$ cat src/rtl/phaser_out_tap_ctrl_if.sv
// ---------------------------------------------------------------------------
// phaser_out_tap_ctrl_if
//
// Request channel into phaser_out_tap_ctrl: a target coarse/fine tap pair.
//
// Handshake: a request transfers on a rising SYSCLK edge where REQVALID and
// REQREADY are both high. REQCOARSE/REQFINE are sampled only on that edge.
// REQREADY is high only while the sequencer is idle. REQVALID may be held
// high across a busy period; the held request then transfers on the first
// edge with REQREADY high. Nothing is latched while REQREADY is low.
//
// Signals:
//   REQVALID   requester -> sequencer  target request valid
//   REQREADY   sequencer -> requester  sequencer can accept a request
//   REQCOARSE  requester -> sequencer  target coarse tap (0..63)
//   REQFINE    requester -> sequencer  target fine tap (0..63)
// ---------------------------------------------------------------------------
interface phaser_out_tap_ctrl_if;
  logic       REQVALID;
  logic       REQREADY;
  logic [5:0] REQCOARSE;
  logic [5:0] REQFINE;

  modport master (
    output REQVALID,
    output REQCOARSE,
    output REQFINE,
    input  REQREADY
  );

  modport slave (
    input  REQVALID,
    input  REQCOARSE,
    input  REQFINE,
    output REQREADY
  );
endinterface

$ cat src/rtl/phaser_out_tap_ctrl.sv
// ---------------------------------------------------------------------------
// phaser_out_tap_ctrl
//
// Walks a PHASER_OUT_PHY from its current coarse/fine tap setting to a
// requested one, one tap per pulse. All coarse steps are issued before the
// first fine step, and consecutive enable pulses are PULSE_GAP cycles apart.
// The current tap counts are tracked locally; an overflow flag from the
// phaser aborts the request, sets the sticky ERROR flag and ends with DONE.
//
// Parameters:
//   COARSE_DELAY_INIT  coarse tap count after reset (phaser COARSE_DELAY)
//   FINE_DELAY_INIT    fine tap count after reset (phaser FINE_DELAY)
//   PULSE_GAP          cycles from one enable pulse to the next (2..255)
//
// Ports:
//   SYSCLK          clock, rising edge
//   RST             synchronous active-high reset
//   req             request channel (slave side, see phaser_out_tap_ctrl_if)
//   COARSEENABLE    one-cycle coarse step pulse
//   COARSEINC       coarse direction (1 = increment), valid with COARSEENABLE
//   FINEENABLE      one-cycle fine step pulse
//   FINEINC         fine direction (1 = increment), valid with FINEENABLE
//   COARSEOVERFLOW  phaser coarse overflow
//   FINEOVERFLOW    phaser fine overflow
//   CURCOARSE       current coarse tap count
//   CURFINE         current fine tap count
//   BUSY            high whenever the sequencer is not idle
//   DONE            one-cycle completion pulse (also after an abort)
//   ERROR           last request aborted on overflow; sticky until next accept
//   dbg_state       current FSM state encoding (observation only)
//
// Every output is a flop; nothing combinational reaches an output.
// ---------------------------------------------------------------------------
module phaser_out_tap_ctrl #(
  parameter int COARSE_DELAY_INIT = 0,
  parameter int FINE_DELAY_INIT   = 0,
  parameter int PULSE_GAP         = 8
) (
  input  logic                  SYSCLK,
  input  logic                  RST,
  phaser_out_tap_ctrl_if.slave  req,
  output logic                  COARSEENABLE,
  output logic                  COARSEINC,
  output logic                  FINEENABLE,
  output logic                  FINEINC,
  input  logic                  COARSEOVERFLOW,
  input  logic                  FINEOVERFLOW,
  output logic [5:0]            CURCOARSE,
  output logic [5:0]            CURFINE,
  output logic                  BUSY,
  output logic                  DONE,
  output logic                  ERROR,
  output logic [2:0]            dbg_state
);

  // Elaboration-time parameter guard: reports the problem and stops.
  if (PULSE_GAP < 2 || PULSE_GAP > 255) begin : g_bad_gap
    $fatal(1, "phaser_out_tap_ctrl: PULSE_GAP=%0d outside 2..255", PULSE_GAP);
  end
  if (COARSE_DELAY_INIT < 0 || COARSE_DELAY_INIT > 63 ||
      FINE_DELAY_INIT < 0 || FINE_DELAY_INIT > 63) begin : g_bad_init
    $fatal(1, "phaser_out_tap_ctrl: tap init values must be within 0..63");
  end

  typedef enum logic [2:0] {
    IDLE   = 3'd0,
    C_STEP = 3'd1,
    C_WAIT = 3'd2,
    F_STEP = 3'd3,
    F_WAIT = 3'd4,
    FIN    = 3'd5
  } state_t;

  localparam logic [5:0] COARSE_RST = 6'(COARSE_DELAY_INIT);
  localparam logic [5:0] FINE_RST   = 6'(FINE_DELAY_INIT);
  // A step cycle plus PULSE_GAP-1 wait cycles make one pulse period; the
  // wait counter counts down from PULSE_GAP-2 to 0 inclusive.
  localparam logic [7:0] GAP_LOAD   = 8'(PULSE_GAP - 2);

  state_t     state;
  logic [5:0] tgt_coarse;
  logic [5:0] tgt_fine;
  logic [7:0] gap_cnt;
  logic       req_ready;

  // Target being compared against: in IDLE the request on the bus (it is
  // latched on the same edge), otherwise the latched target.
  logic [5:0] sel_coarse;
  logic [5:0] sel_fine;
  state_t     dispatch;
  logic       launch_c;
  logic       launch_f;
  logic       launch_fin;
  logic       coarse_up;
  logic       fine_up;

  assign req.REQREADY = req_ready;
  assign dbg_state    = state;

  // Next step decision shared by request acceptance and wait expiry:
  // coarse first, then fine, otherwise finish. The unsigned compare picks
  // the direction, so the counters can never wrap past 0 or 63.
  always_comb begin
    sel_coarse = tgt_coarse;
    sel_fine   = tgt_fine;
    if (state == IDLE) begin
      sel_coarse = req.REQCOARSE;
      sel_fine   = req.REQFINE;
    end
    coarse_up = (sel_coarse > CURCOARSE);
    fine_up   = (sel_fine > CURFINE);
    if (sel_coarse != CURCOARSE) begin
      dispatch = C_STEP;
    end else if (sel_fine != CURFINE) begin
      dispatch = F_STEP;
    end else begin
      dispatch = FIN;
    end
    launch_c   = (dispatch == C_STEP);
    launch_f   = (dispatch == F_STEP);
    launch_fin = (dispatch == FIN);
  end

  always_ff @(posedge SYSCLK) begin
    if (RST) begin
      state        <= IDLE;
      tgt_coarse   <= COARSE_RST;
      tgt_fine     <= FINE_RST;
      gap_cnt      <= 8'd0;
      req_ready    <= 1'b1;
      BUSY         <= 1'b0;
      DONE         <= 1'b0;
      ERROR        <= 1'b0;
      COARSEENABLE <= 1'b0;
      COARSEINC    <= 1'b0;
      FINEENABLE   <= 1'b0;
      FINEINC      <= 1'b0;
      CURCOARSE    <= COARSE_RST;
      CURFINE      <= FINE_RST;
    end else begin
      // Pulses last exactly one cycle unless a branch below re-arms them.
      COARSEENABLE <= 1'b0;
      COARSEINC    <= 1'b0;
      FINEENABLE   <= 1'b0;
      FINEINC      <= 1'b0;
      DONE         <= 1'b0;

      case (state)
        IDLE: begin
          req_ready <= 1'b1;
          BUSY      <= 1'b0;
          if (req.REQVALID) begin
            tgt_coarse   <= req.REQCOARSE;
            tgt_fine     <= req.REQFINE;
            ERROR        <= 1'b0;
            req_ready    <= 1'b0;
            BUSY         <= 1'b1;
            state        <= dispatch;
            COARSEENABLE <= launch_c;
            COARSEINC    <= launch_c && coarse_up;
            FINEENABLE   <= launch_f;
            FINEINC      <= launch_f && fine_up;
            DONE         <= launch_fin;
          end
        end

        C_STEP: begin
          // The pulse is already on the wire, so the count moves even if
          // this cycle also reports an overflow.
          CURCOARSE <= COARSEINC ? CURCOARSE + 6'd1 : CURCOARSE - 6'd1;
          gap_cnt   <= GAP_LOAD;
          if (COARSEOVERFLOW) begin
            ERROR <= 1'b1;
            DONE  <= 1'b1;
            state <= FIN;
          end else begin
            state <= C_WAIT;
          end
        end

        C_WAIT: begin
          if (COARSEOVERFLOW) begin
            ERROR <= 1'b1;
            DONE  <= 1'b1;
            state <= FIN;
          end else if (gap_cnt == 8'd0) begin
            state        <= dispatch;
            COARSEENABLE <= launch_c;
            COARSEINC    <= launch_c && coarse_up;
            FINEENABLE   <= launch_f;
            FINEINC      <= launch_f && fine_up;
            DONE         <= launch_fin;
          end else begin
            gap_cnt <= gap_cnt - 8'd1;
          end
        end

        F_STEP: begin
          CURFINE <= FINEINC ? CURFINE + 6'd1 : CURFINE - 6'd1;
          gap_cnt <= GAP_LOAD;
          if (FINEOVERFLOW) begin
            ERROR <= 1'b1;
            DONE  <= 1'b1;
            state <= FIN;
          end else begin
            state <= F_WAIT;
          end
        end

        F_WAIT: begin
          if (FINEOVERFLOW) begin
            ERROR <= 1'b1;
            DONE  <= 1'b1;
            state <= FIN;
          end else if (gap_cnt == 8'd0) begin
            state        <= dispatch;
            COARSEENABLE <= launch_c;
            COARSEINC    <= launch_c && coarse_up;
            FINEENABLE   <= launch_f;
            FINEINC      <= launch_f && fine_up;
            DONE         <= launch_fin;
          end else begin
            gap_cnt <= gap_cnt - 8'd1;
          end
        end

        FIN: begin
          state     <= IDLE;
          req_ready <= 1'b1;
          BUSY      <= 1'b0;
        end

        default: begin
          state     <= IDLE;
          req_ready <= 1'b1;
          BUSY      <= 1'b0;
        end
      endcase
    end
  end

endmodule

$ cat src/flat_wrapper.sv
// flat-port wrapper written by rule: the top's interface ports become plain ports
module phaser_out_tap_ctrl_flat 
#(
  parameter int COARSE_DELAY_INIT = 0,
  parameter int FINE_DELAY_INIT   = 0,
  parameter int PULSE_GAP         = 8
)
  (SYSCLK, RST, COARSEENABLE, COARSEINC, FINEENABLE, FINEINC, COARSEOVERFLOW, FINEOVERFLOW, CURCOARSE, CURFINE, BUSY, DONE, ERROR, dbg_state, req_REQVALID, req_REQCOARSE, req_REQFINE, req_REQREADY);
  phaser_out_tap_ctrl_if req_i ();
  input  logic SYSCLK;
  input  logic RST;
  output logic COARSEENABLE;
  output logic COARSEINC;
  output logic FINEENABLE;
  output logic FINEINC;
  input  logic COARSEOVERFLOW;
  input  logic FINEOVERFLOW;
  output logic [5:0] CURCOARSE;
  output logic [5:0] CURFINE;
  output logic BUSY;
  output logic DONE;
  output logic ERROR;
  output logic [2:0] dbg_state;
  input wire logic [$bits(req_i.REQVALID)-1:0] req_REQVALID;
  input wire logic [$bits(req_i.REQCOARSE)-1:0] req_REQCOARSE;
  input wire logic [$bits(req_i.REQFINE)-1:0] req_REQFINE;
  output wire logic [$bits(req_i.REQREADY)-1:0] req_REQREADY;
  assign req_i.REQVALID = req_REQVALID;
  assign req_i.REQCOARSE = req_REQCOARSE;
  assign req_i.REQFINE = req_REQFINE;
  assign req_REQREADY = req_i.REQREADY;
  phaser_out_tap_ctrl #(.COARSE_DELAY_INIT(COARSE_DELAY_INIT), .FINE_DELAY_INIT(FINE_DELAY_INIT), .PULSE_GAP(PULSE_GAP)) u_core (.SYSCLK(SYSCLK), .RST(RST), .req(req_i), .COARSEENABLE(COARSEENABLE), .COARSEINC(COARSEINC), .FINEENABLE(FINEENABLE), .FINEINC(FINEINC), .COARSEOVERFLOW(COARSEOVERFLOW), .FINEOVERFLOW(FINEOVERFLOW), .CURCOARSE(CURCOARSE), .CURFINE(CURFINE), .BUSY(BUSY), .DONE(DONE), .ERROR(ERROR), .dbg_state(dbg_state));
endmodule
$ cat config.mk
export PLATFORM = sky130hd
export DESIGN_NAME = phaser_out_tap_ctrl_flat
export DESIGN_NICKNAME = d
export VERILOG_FILES = /design/src/rtl/phaser_out_tap_ctrl_if.sv /design/src/rtl/phaser_out_tap_ctrl.sv /design/src/flat_wrapper.sv
export SDC_FILE = /design/constraint.sdc
export NUM_CORES = 1
export LEC_CHECK = 0
export CORE_MARGIN = 2
export CORE_UTILIZATION = 59
export DETAILED_ROUTE_END_ITERATION = 7
export PLACE_DENSITY = 0.85
export SLEW_MARGIN = 20
export SYNTH_ARGS = -nofsm -noshare
export SYNTH_HDL_FRONTEND = slang
export SYNTH_SLANG_ARGS = --single-unit
export TNS_END_PERCENT = 20
$ cat constraint.sdc
create_clock -name SYSCLK -period 6.28 [get_ports SYSCLK]
set_clock_uncertainty 0.15 [all_clocks]
set_input_delay 1.256 -clock SYSCLK [delete_from_list [all_inputs] [get_ports SYSCLK]]
set_output_delay 1.256 -clock SYSCLK [all_outputs]
set_load 0.02 [all_outputs]
==> impl_metrics.env, run 1 <==
export IMPL_status="finished, final reports clean"
export IMPL_hp_class="reg2reg"
export IMPL_avgSynthCellArea_um2=8.76
export IMPL_layout_commonest_cell="dfxtp_1"
export IMPL_clk_latency_ns=0.30
export IMPL_cts_setup_buffers=0
export IMPL_die_area_um2=5350
export IMPL_cp_required_ns=4.87
export IMPL_grt_pass1_vias=2271
export IMPL_cts_root_buffer="clkbuf_8"
export IMPL_max_freq_mhz=296
export IMPL_hold_viol_final=0
export IMPL_clock_sinks=43
export IMPL_ys_seq_elements=43
export IMPL_max_slew_margin=0.395
export IMPL_postLayoutSetupSlackWorst_ns=2.90
export IMPL_synth_cell_types=61
export IMPL_min_path_cells=2
export IMPL_power_density_nw_per_um2=447
export IMPL_antenna_found_initial=0
export IMPL_async_flop_share=0
export IMPL_synth_top_area_cell="dfxtp_1"
export IMPL_grt_pass1_wl_mm=10.4
export IMPL_end_kind="output port"
export IMPL_cp_start_kind="flop"
export IMPL_grt_busiest_layer="met2"
export IMPL_critical_path_max_fanout=21
export IMPL_critPathMaxStageDelay_ns=0.92
export IMPL_stdcell_area_um2=3290
export IMPL_setup_viol=0
export IMPL_syn_num_nets=362
export IMPL_period_needed_ns=3.38
export IMPL_r2r_cells=7
export IMPL_cp_buffers_inverters=1
export IMPL_setup_tns_ns=0
export IMPL_core_um2=4660
export IMPL_viasPerCell=6.01
export IMPL_critPathSlowestCell="dfxtp_1"
export IMPL_cts_inserted_buffers=5
export IMPL_ant_nets=0
export IMPL_synth_edf_count=0
export IMPL_crit_type="reg2out"
export IMPL_cts_buffer_depth=2
export IMPL_wl_per_cell_um=15.5
export IMPL_drt_wl_total_mm=6.30
export IMPL_drc=0
export IMPL_gr_usage_met1=0.323
export IMPL_slew_viol_final=0
export IMPL_p_leak_uw=0.00124
export IMPL_hpwl_mm=4.53
export IMPL_drt_iter0_drc=86
export IMPL_critPathTopFamily="flip-flops"
export IMPL_antenna_cells=0
export IMPL_seqCellArea_um2=861
export IMPL_grt_max_degree=38
export IMPL_syn_inst=322
export IMPL_layout_common_cells="dfxtp_1, nand2_1, clkdlybuf4s50_1"
export IMPL_max_cap_violations=0
export IMPL_gp_congestion=0.952
export IMPL_ys_flop_type="dfxtp_1"
export IMPL_dpl_worst_slack_ns=2.89
export IMPL_num_rows=25
export IMPL_vias=2447
export IMPL_max_vdd_ir_drop_mv=0.334
export IMPL_pin_count=40
export IMPL_ctsHoldBuffers=0
export IMPL_fin_crit_sh=0.537
export IMPL_nNetsFinal=392
export IMPL_grt_setup_unrepaired="false"
export IMPL_io_buffers=39
export IMPL_place_area_um2=3200
export IMPL_groute_usage_overall=0.249
export IMPL_firstDrtPassIters=4
export IMPL_path_cells="clkdlybuf4s50_1"
export IMPL_die_w_um=73.1
export IMPL_yosysSeqAreaShare=0.305
export IMPL_cts_resized=0
export IMPL_die_h_um=73.1
export IMPL_multi_input_area_um2=1800
export IMPL_yosysWarnings=0
export IMPL_critPathArrivalTime_ns=1.97
export IMPL_drive_gt1_frac=0.0963
export IMPL_gr_total_overflow=0
export IMPL_yosysTopAreaCellShare=0.305
export IMPL_clkSlewWorstSetupHoldPaths_ns=0.08
export IMPL_cp_depth=1
export IMPL_tritoncts="done"
export IMPL_tightest_slew_ns=0.907
export IMPL_syn_area_um2=2820
export IMPL_start_util=0.605
export IMPL_grt_util_met2=0.408
export IMPL_met3_usage=0.0483
export IMPL_cts_max_level=2
export IMPL_nFillCells=394
export IMPL_area_growth_pct=16.7
export IMPL_ys_top_cells_by_area="dfxtp_1, ha_1, nand2_1, mux2_2, a21oi_1"
==> per-layer routing <==
layer / up-vias / part of all wire
li1: 1224 / -
met1: 1160 / 0.46
met2: 52 / 0.49
met3: 11 / 0.033
met4: 0 / 0.020
met5: - / 0
==> cells by family after synthesis <==
group                      share of synthesized area
and+or+nand+nor                                0.208
adders and majority gates                      0.111
xor gates and xnor gates                      0.0217
muxes                                         0.0754
buffers and inverters                         0.0586
AOI/OAI and AO/OA                              0.220
DFF                                            0.305
==> stage by stage <==
step                hold slack (ns)  total power [µW]  cells   util
floorplan                     0.284              1080    322      -
detailed placement            0.301              1290    399  0.686
CTS                           0.314              1470    407  0.705
global route                  0.331              1590    407  0.706
global placement              0.291              1260    399  0.686
finish                        0.309              1470    407  0.706
==> registers in the layout, indices dropped and copies added, names as in the netlist <==
signal               cells
u_core.BUSY              1
u_core.ERROR             1
u_core.FINEINC           1
u_core.CURFINE           6
u_core.DONE              1
u_core.gap_cnt           8
u_core.COARSEENABLE      1
u_core.COARSEINC         1
u_core.tgt_fine          6
u_core.FINEENABLE        1
u_core.tgt_coarse        6
u_core.dbg_state         3
u_core.CURCOARSE         6
u_core.req.REQREADY      1
==> cell usage after synthesis (5+ instances only) <==
master    instances
mux2i_1          10
nor2_1           15
nand2_1          41
nand3_1           5
clkbuf_1          9
ha_1             21
inv_1            21
nor3_1            5
mux2_2           10
o21ai_0          13
o21a_1            5
a21oi_1          21
or3_1             8
a21o_1            5
dfxtp_1          43
a211oi_1         12
o211ai_1          9
==> power by group <==
group	leakage [µW]	switching (µW)	internal, µW	total [µW]
Combinational	0.000850	444	399	843
Sequential	0.000352	109	347	456
Clock	0.0000412	95.6	77.8	173
==> worst paths after layout <==
kind,start,to,slack [ns]
min,u_core.tgt_fine[2],u_core.tgt_fine[2],0.31
max,u_core.dbg_state[1],dbg_state[1],2.90
max reg2reg,u_core.dbg_state[1],u_core.COARSEINC,3.06
min reg2reg,u_core.tgt_fine[2],u_core.tgt_fine[2],0.31
==> worst register-to-register path: stages, from the launching register on <==
cell	delay, ns
dfxtp_1	0.60
nor3_4	0.73
mux2_2	0.42
ha_1	0.29
and4_1	0.23
and3_1	0.21
a211oi_1	0.34
and2_1	0.20
==> cell type report <==
| type | count | area share |
|---|---|---|
| clock buffers | 6 | 0.0221 |
| flip-flops and latches | 43 | 0.262 |
| repair buffers | 40 | 0.121 |
| multi-input cells | 241 | 0.547 |
| inverters | 21 | 0.0240 |
| clock inverters | 2 | 0.00380 |
| well taps | 54 | 0.0205 |
No activity file was read; power rests on OpenSTA's default activity.
==> inputs of run 2 (changes only) <==
CORE_UTILIZATION = 50   (was 59)
PLACE_DENSITY = 0.77   (was 0.85)
clock period = 2.8 ns   (was 6.28 ns; I/O delays follow)
==> impl_metrics.env, run 2 (synthesis results as in run 1) <==
export IMPL_regMostFlops="u_core.gap_cnt"
export IMPL_drt_wl_total_mm=6.31
export IMPL_die_area_um2=6260
export IMPL_max_vdd_ir_drop_mv=0.581
export IMPL_fin_util=0.623
export IMPL_vias=2465
export IMPL_firstDrtPassIters=4
export IMPL_layout_common_cells="dfxtp_1, nand2_1, clkdlybuf4s50_1"
export IMPL_met1_length_mm=2.99
export IMPL_cp_required_ns=2.90
export IMPL_start_util=0.515
export IMPL_cts_setup_buffers=0
export IMPL_critPathArrivalTime_ns=2.62
export IMPL_tightest_slew_ns=0.716
export IMPL_nNetsFinal=400
export IMPL_cts_inserted_buffers=5
export IMPL_num_rows=27
export IMPL_hp_class="reg2reg"
export IMPL_setup_viol=0
export IMPL_grt_max_degree=21
export IMPL_nFillCells=484
export IMPL_fin_crit_sh=0.899
export IMPL_critical_path_max_fanout=16
export IMPL_tritoncts="done"
export IMPL_cts_buffer_depth=2
export IMPL_cts_root_buffer="clkbuf_8"
export IMPL_max_cap_violations=0
export IMPL_ctsHoldBuffers=0
export IMPL_drive_gt1_frac=0.119
export IMPL_period_needed_ns=2.52
export IMPL_die_w_um=79.1
export IMPL_cp_buffers_inverters=1
export IMPL_max_freq_mhz=397
export IMPL_hold_ws_ns=0.304
export IMPL_viasPerCell=5.69
export IMPL_rrSetupSlack_ns=0.28
export IMPL_layout_commonest_cell="dfxtp_1"
export IMPL_r2r_start="u_core.dbg_state[0]"
export IMPL_critPathSlowestCell="a2111oi_4"
export IMPL_largest_reg_flops=8
export IMPL_wl_met2_mm=2.97
export IMPL_hold_viol_final=0
export IMPL_max_slew_margin=0.521
export IMPL_slew_viol_final=0
export IMPL_cp_start_kind="flop"
export IMPL_wl_per_cell_um=14.6
export IMPL_cts_resized=0
export IMPL_critPathMaxStageDelay_ns=0.37
export IMPL_clkSlewWorstSetupHoldPaths_ns=0.08
export IMPL_power_density_nw_per_um2=1020
export IMPL_pin_count=40
export IMPL_area_growth_pct=21.0
export IMPL_ant_nets=0
export IMPL_critPathLaunch="u_core.dbg_state[0]"
export IMPL_critPathTopFamily="simple AND/OR/NAND/NOR gates"
export IMPL_core_um2=5470
export IMPL_p_leak_uw=0.00131
export IMPL_end_kind="flop"
export IMPL_cts_max_level=2
export IMPL_die_h_um=79.1
export IMPL_groute_usage_overall=0.208
export IMPL_drc=0
export IMPL_antenna_found_initial=0
export IMPL_crit_type="reg2reg"
export IMPL_top_layer="met4"
export IMPL_grt_setup_unrepaired="false"
export IMPL_worstHoldStart="u_core.tgt_fine[5]"
export IMPL_status="finished, final reports clean"
export IMPL_postLayoutSetupSlackWorst_ns=0.284
export IMPL_gp_congestion=0.904
export IMPL_grt_pass1_vias=2328
export IMPL_path_cells="nor3_2 -> buf_12 -> mux2_2 -> ha_1 -> and4_1 -> nand3_1 -> a2111oi_4 -> o21a_1"
export IMPL_dpl_worst_slack_ns=0.117
export IMPL_gr_total_overflow=0
export IMPL_wl_met3_um=256
export IMPL_clk_latency_ns=0.30
export IMPL_hpwl_mm=4.68
export IMPL_setup_tns_ns=0
export IMPL_io_buffers=39
export IMPL_grt_pass1_wl_mm=10.5
export IMPL_antenna_cells=0
export IMPL_drt_iter0_drc=110
export IMPL_clock_sinks=43
run 2: changes by cell type in the layout (fill, tap and decap cells not counted), sizes merged:
cell / change
clkinvlp: -1
bufinv: +1
buf: +8
run 2: per-stage QoR:
step,instances,total power [µW],instance area [µm²]
final,433,3480,3410
after CTS,433,3490,3410
after global placement,425,2910,3290
after global routing,433,3740,3410
after detailed placement,425,2960,3290
after floorplan,322,2430,2820
run 2: layout make-up:
class                   count  area, µm²  area share
multi-input cells         241       1790       0.526
flip-flops and latches     43        861       0.252
repair buffers             48        470       0.138
well taps                  72       90.1      0.0264
clock buffers               6       82.6      0.0242
inverters                  21       78.8      0.0231
clock inverters             2       35.0      0.0103
run 2: power by group:
group / total (µW) / internal (µW) / switching (µW)
clock: 514 / 289 / 225
combinational: 2010 / 944 / 1070
sequential: 948 / 778 / 170
total: 3480 / 2010 / 1470
run 2: worst paths after layout:
check,end,cells past startpoint
max,u_core.FINEINC,8
min reg2reg,u_core.tgt_fine[5],2
min,u_core.tgt_fine[5],2
max reg2reg,u_core.FINEINC,8
run 2: worst register-to-register path: cells and delay by family, from the launching register on:
| kind | cells | cell delay [ns] |
|---|---|---|
| buffers and inverters | 1 | 0.19 |
| adders and majority gates | 1 | 0.28 |
| DFF | 1 | 0.33 |
| and+or+nand+nor | 3 | 0.63 |
| AOI/OAI and AO/OA | 2 | 0.54 |
| muxes | 1 | 0.35 |
run 2: routing by layer:
metal | global-route usage | vias up
li1 | - | 1242
met1 | 0.260 | 1167
met2 | 0.356 | 46
met3 | 0.0455 | 10
met4 | 0.0638 | 0
met5 | 0 | -
==> inputs of run 3 (changes only) <==
REMOVE_ABC_BUFFERS = 1   (was default)
==> impl_metrics.env, run 3 (synthesis results as in run 1) <==
export IMPL_largest_reg_flops=8
export IMPL_cts_setup_buffers=0
export IMPL_io_buffers=39
export IMPL_antenna_found_initial=0
export IMPL_r2r_end="u_core.FINEINC"
export IMPL_r2r_cells=8
export IMPL_fin_crit_sh=0.899
export IMPL_groute_usage_overall=0.211
export IMPL_ctsHoldBuffers=0
export IMPL_seqCellArea_um2=861
export IMPL_nFillCells=501
export IMPL_worstHoldStart="u_core.tgt_coarse[1]"
export IMPL_cts_root_buffer="clkbuf_8"
export IMPL_tightest_slew_ns=0.708
export IMPL_gr_total_overflow=0
export IMPL_postLayoutSetupSlackWorst_ns=0.282
export IMPL_r2r_start="u_core.dbg_state[0]"
export IMPL_hp_class="reg2reg"
export IMPL_firstDrtPassIters=4
export IMPL_grt_max_degree=21
export IMPL_layout_commonest_cell="dfxtp_1"
export IMPL_multi_input_area_um2=1790
export IMPL_die_h_um=79.1
export IMPL_vias=2469
export IMPL_cp_required_ns=2.89
export IMPL_rrSetupSlack_ns=0.28
export IMPL_period_needed_ns=2.52
export IMPL_cp_start_kind="flop"
export IMPL_fin_util=0.617
export IMPL_grt_setup_unrepaired="false"
export IMPL_clk_latency_ns=0.29
export IMPL_die_area_um2=6260
export IMPL_clock_sinks=43
export IMPL_critPathMaxStageDelay_ns=0.38
export IMPL_cts_resized=0
export IMPL_area_growth_pct=19.7
export IMPL_power_density_nw_per_um2=1000
export IMPL_critical_path_max_fanout=16
export IMPL_grt_pass1_vias=2319
export IMPL_hold_viol_final=0
export IMPL_setup_viol=0
export IMPL_grt_pass1_wl_mm=10.7
export IMPL_layout_cells_non_filler=432
export IMPL_max_slew_margin=0.527
export IMPL_drive_gt1_frac=0.114
export IMPL_hold_ws_ns=0.307
export IMPL_num_rows=27
export IMPL_crit_type="reg2reg"
export IMPL_antenna_cells=0
export IMPL_die_w_um=79.1
export IMPL_clkSlewWorstSetupHoldPaths_ns=0.08
export IMPL_dpl_cell_count=424
export IMPL_min_to="u_core.tgt_coarse[1]"
export IMPL_hpwl_mm=4.62
export IMPL_regMostFlops="u_core.gap_cnt"
export IMPL_slew_viol_final=0
export IMPL_drc=0
export IMPL_status="finished, final reports clean"
export IMPL_p_leak_uw=0.00129
export IMPL_layout_common_cells="dfxtp_1, nand2_1, clkdlybuf4s50_1"
export IMPL_wl_per_cell_um=14.7
export IMPL_max_freq_mhz=397
export IMPL_min_path_cells=2
export IMPL_nNetsFinal=399
export IMPL_critPathSlowestCell="mux2_2"
export IMPL_cts_buffer_depth=2
export IMPL_p_total_uw=3390
export IMPL_start_util=0.515
export IMPL_cts_inserted_buffers=5
export IMPL_ant_nets=0
export IMPL_drt_wl_total_mm=6.34
export IMPL_path_cells="nor3_2 -> buf_4 -> mux2_2 -> ha_1 -> and4_1 -> nand3_1 -> a2111oi_4 -> o21a_1"
export IMPL_critPathArrivalTime_ns=2.61
export IMPL_max_cap_violations=0
export IMPL_tritoncts="done"
export IMPL_viasPerCell=5.72
export IMPL_drt_iter0_drc=97
export IMPL_gp_congestion=0.823
export IMPL_max_vdd_ir_drop_mv=0.476
export IMPL_core_um2=5470
export IMPL_cts_max_level=2
export IMPL_end_kind="flop"
export IMPL_pin_count=40
export IMPL_dpl_worst_slack_ns=0.133
[run 3: how the worst max path moves through the flow]
| stage | start | endpoint | slack [ns] | depth (start not counted) |
|---|---|---|---|---|
| after floorplan | u_core.dbg_state[1] | u_core.FINEINC | -0.28 | 7 |
| after global placement | req_REQCOARSE[5] | u_core.COARSEINC | 0.17 | 7 |
| after detailed placement | req_REQCOARSE[3] | u_core.FINEINC | 0.13 | 7 |
| after CTS | u_core.dbg_state[0] | u_core.FINEINC | 0.29 | 8 |
| after global routing | u_core.dbg_state[0] | u_core.FINEINC | 0.08 | 8 |
| final | u_core.dbg_state[0] | u_core.FINEINC | 0.28 | 8 |
[run 3: where the power goes]
group          leakage [µW]  internal, µW  switching (µW)  total (µW)
combinational      0.000882           924            1090        2020
clock             0.0000515           225             206         431
sequential         0.000352           778             167         945
total               0.00129          1930            1460        3390
[run 3: area by class of cell]
type,instances,share of cell area
multi-input combinational,241,0.532
sequential,43,0.255
timing repair buffer,47,0.133
clock buffer,8,0.0297
tap,72,0.0267
inverter,21,0.0234
[run 3: metrics by stage]
| stage | cell area (µm²) | setup TNS (ns) |
|---|---|---|
| 2_1_floorplan | 2730 | -1.25 |
| 3_5_place_dp | 3270 | 0 |
| 5_1_grt | 3370 | 0 |
| 6_report | 3370 | 0 |
| 3_3_place_gp | 3270 | 0 |
| 4_1_cts | 3370 | 0 |
[run 3: metal layers]
| metal | GRT usage | vias up | wire [µm] |
|---|---|---|---|
| li1 | - | 1238 | - |
| met1 | 0.281 | 1162 | 3010 |
| met2 | 0.353 | 59 | 2970 |
| met3 | 0.0307 | 10 | 274 |
| met4 | 0.0621 | 0 | 82 |
| met5 | 0 | - | 0 |
[run 3: worst max-delay path, delay by kind of cell (launching register included)]
family / cells / cell delay [ns]
AND/OR/NAND/NOR: 3 / 0.57
multiplexers: 1 / 0.38
buffers and inverters: 1 / 0.26
AO/OA/AOI/OAI: 2 / 0.51
adder cells (fa/ha/maj): 1 / 0.29
flip-flops: 1 / 0.32
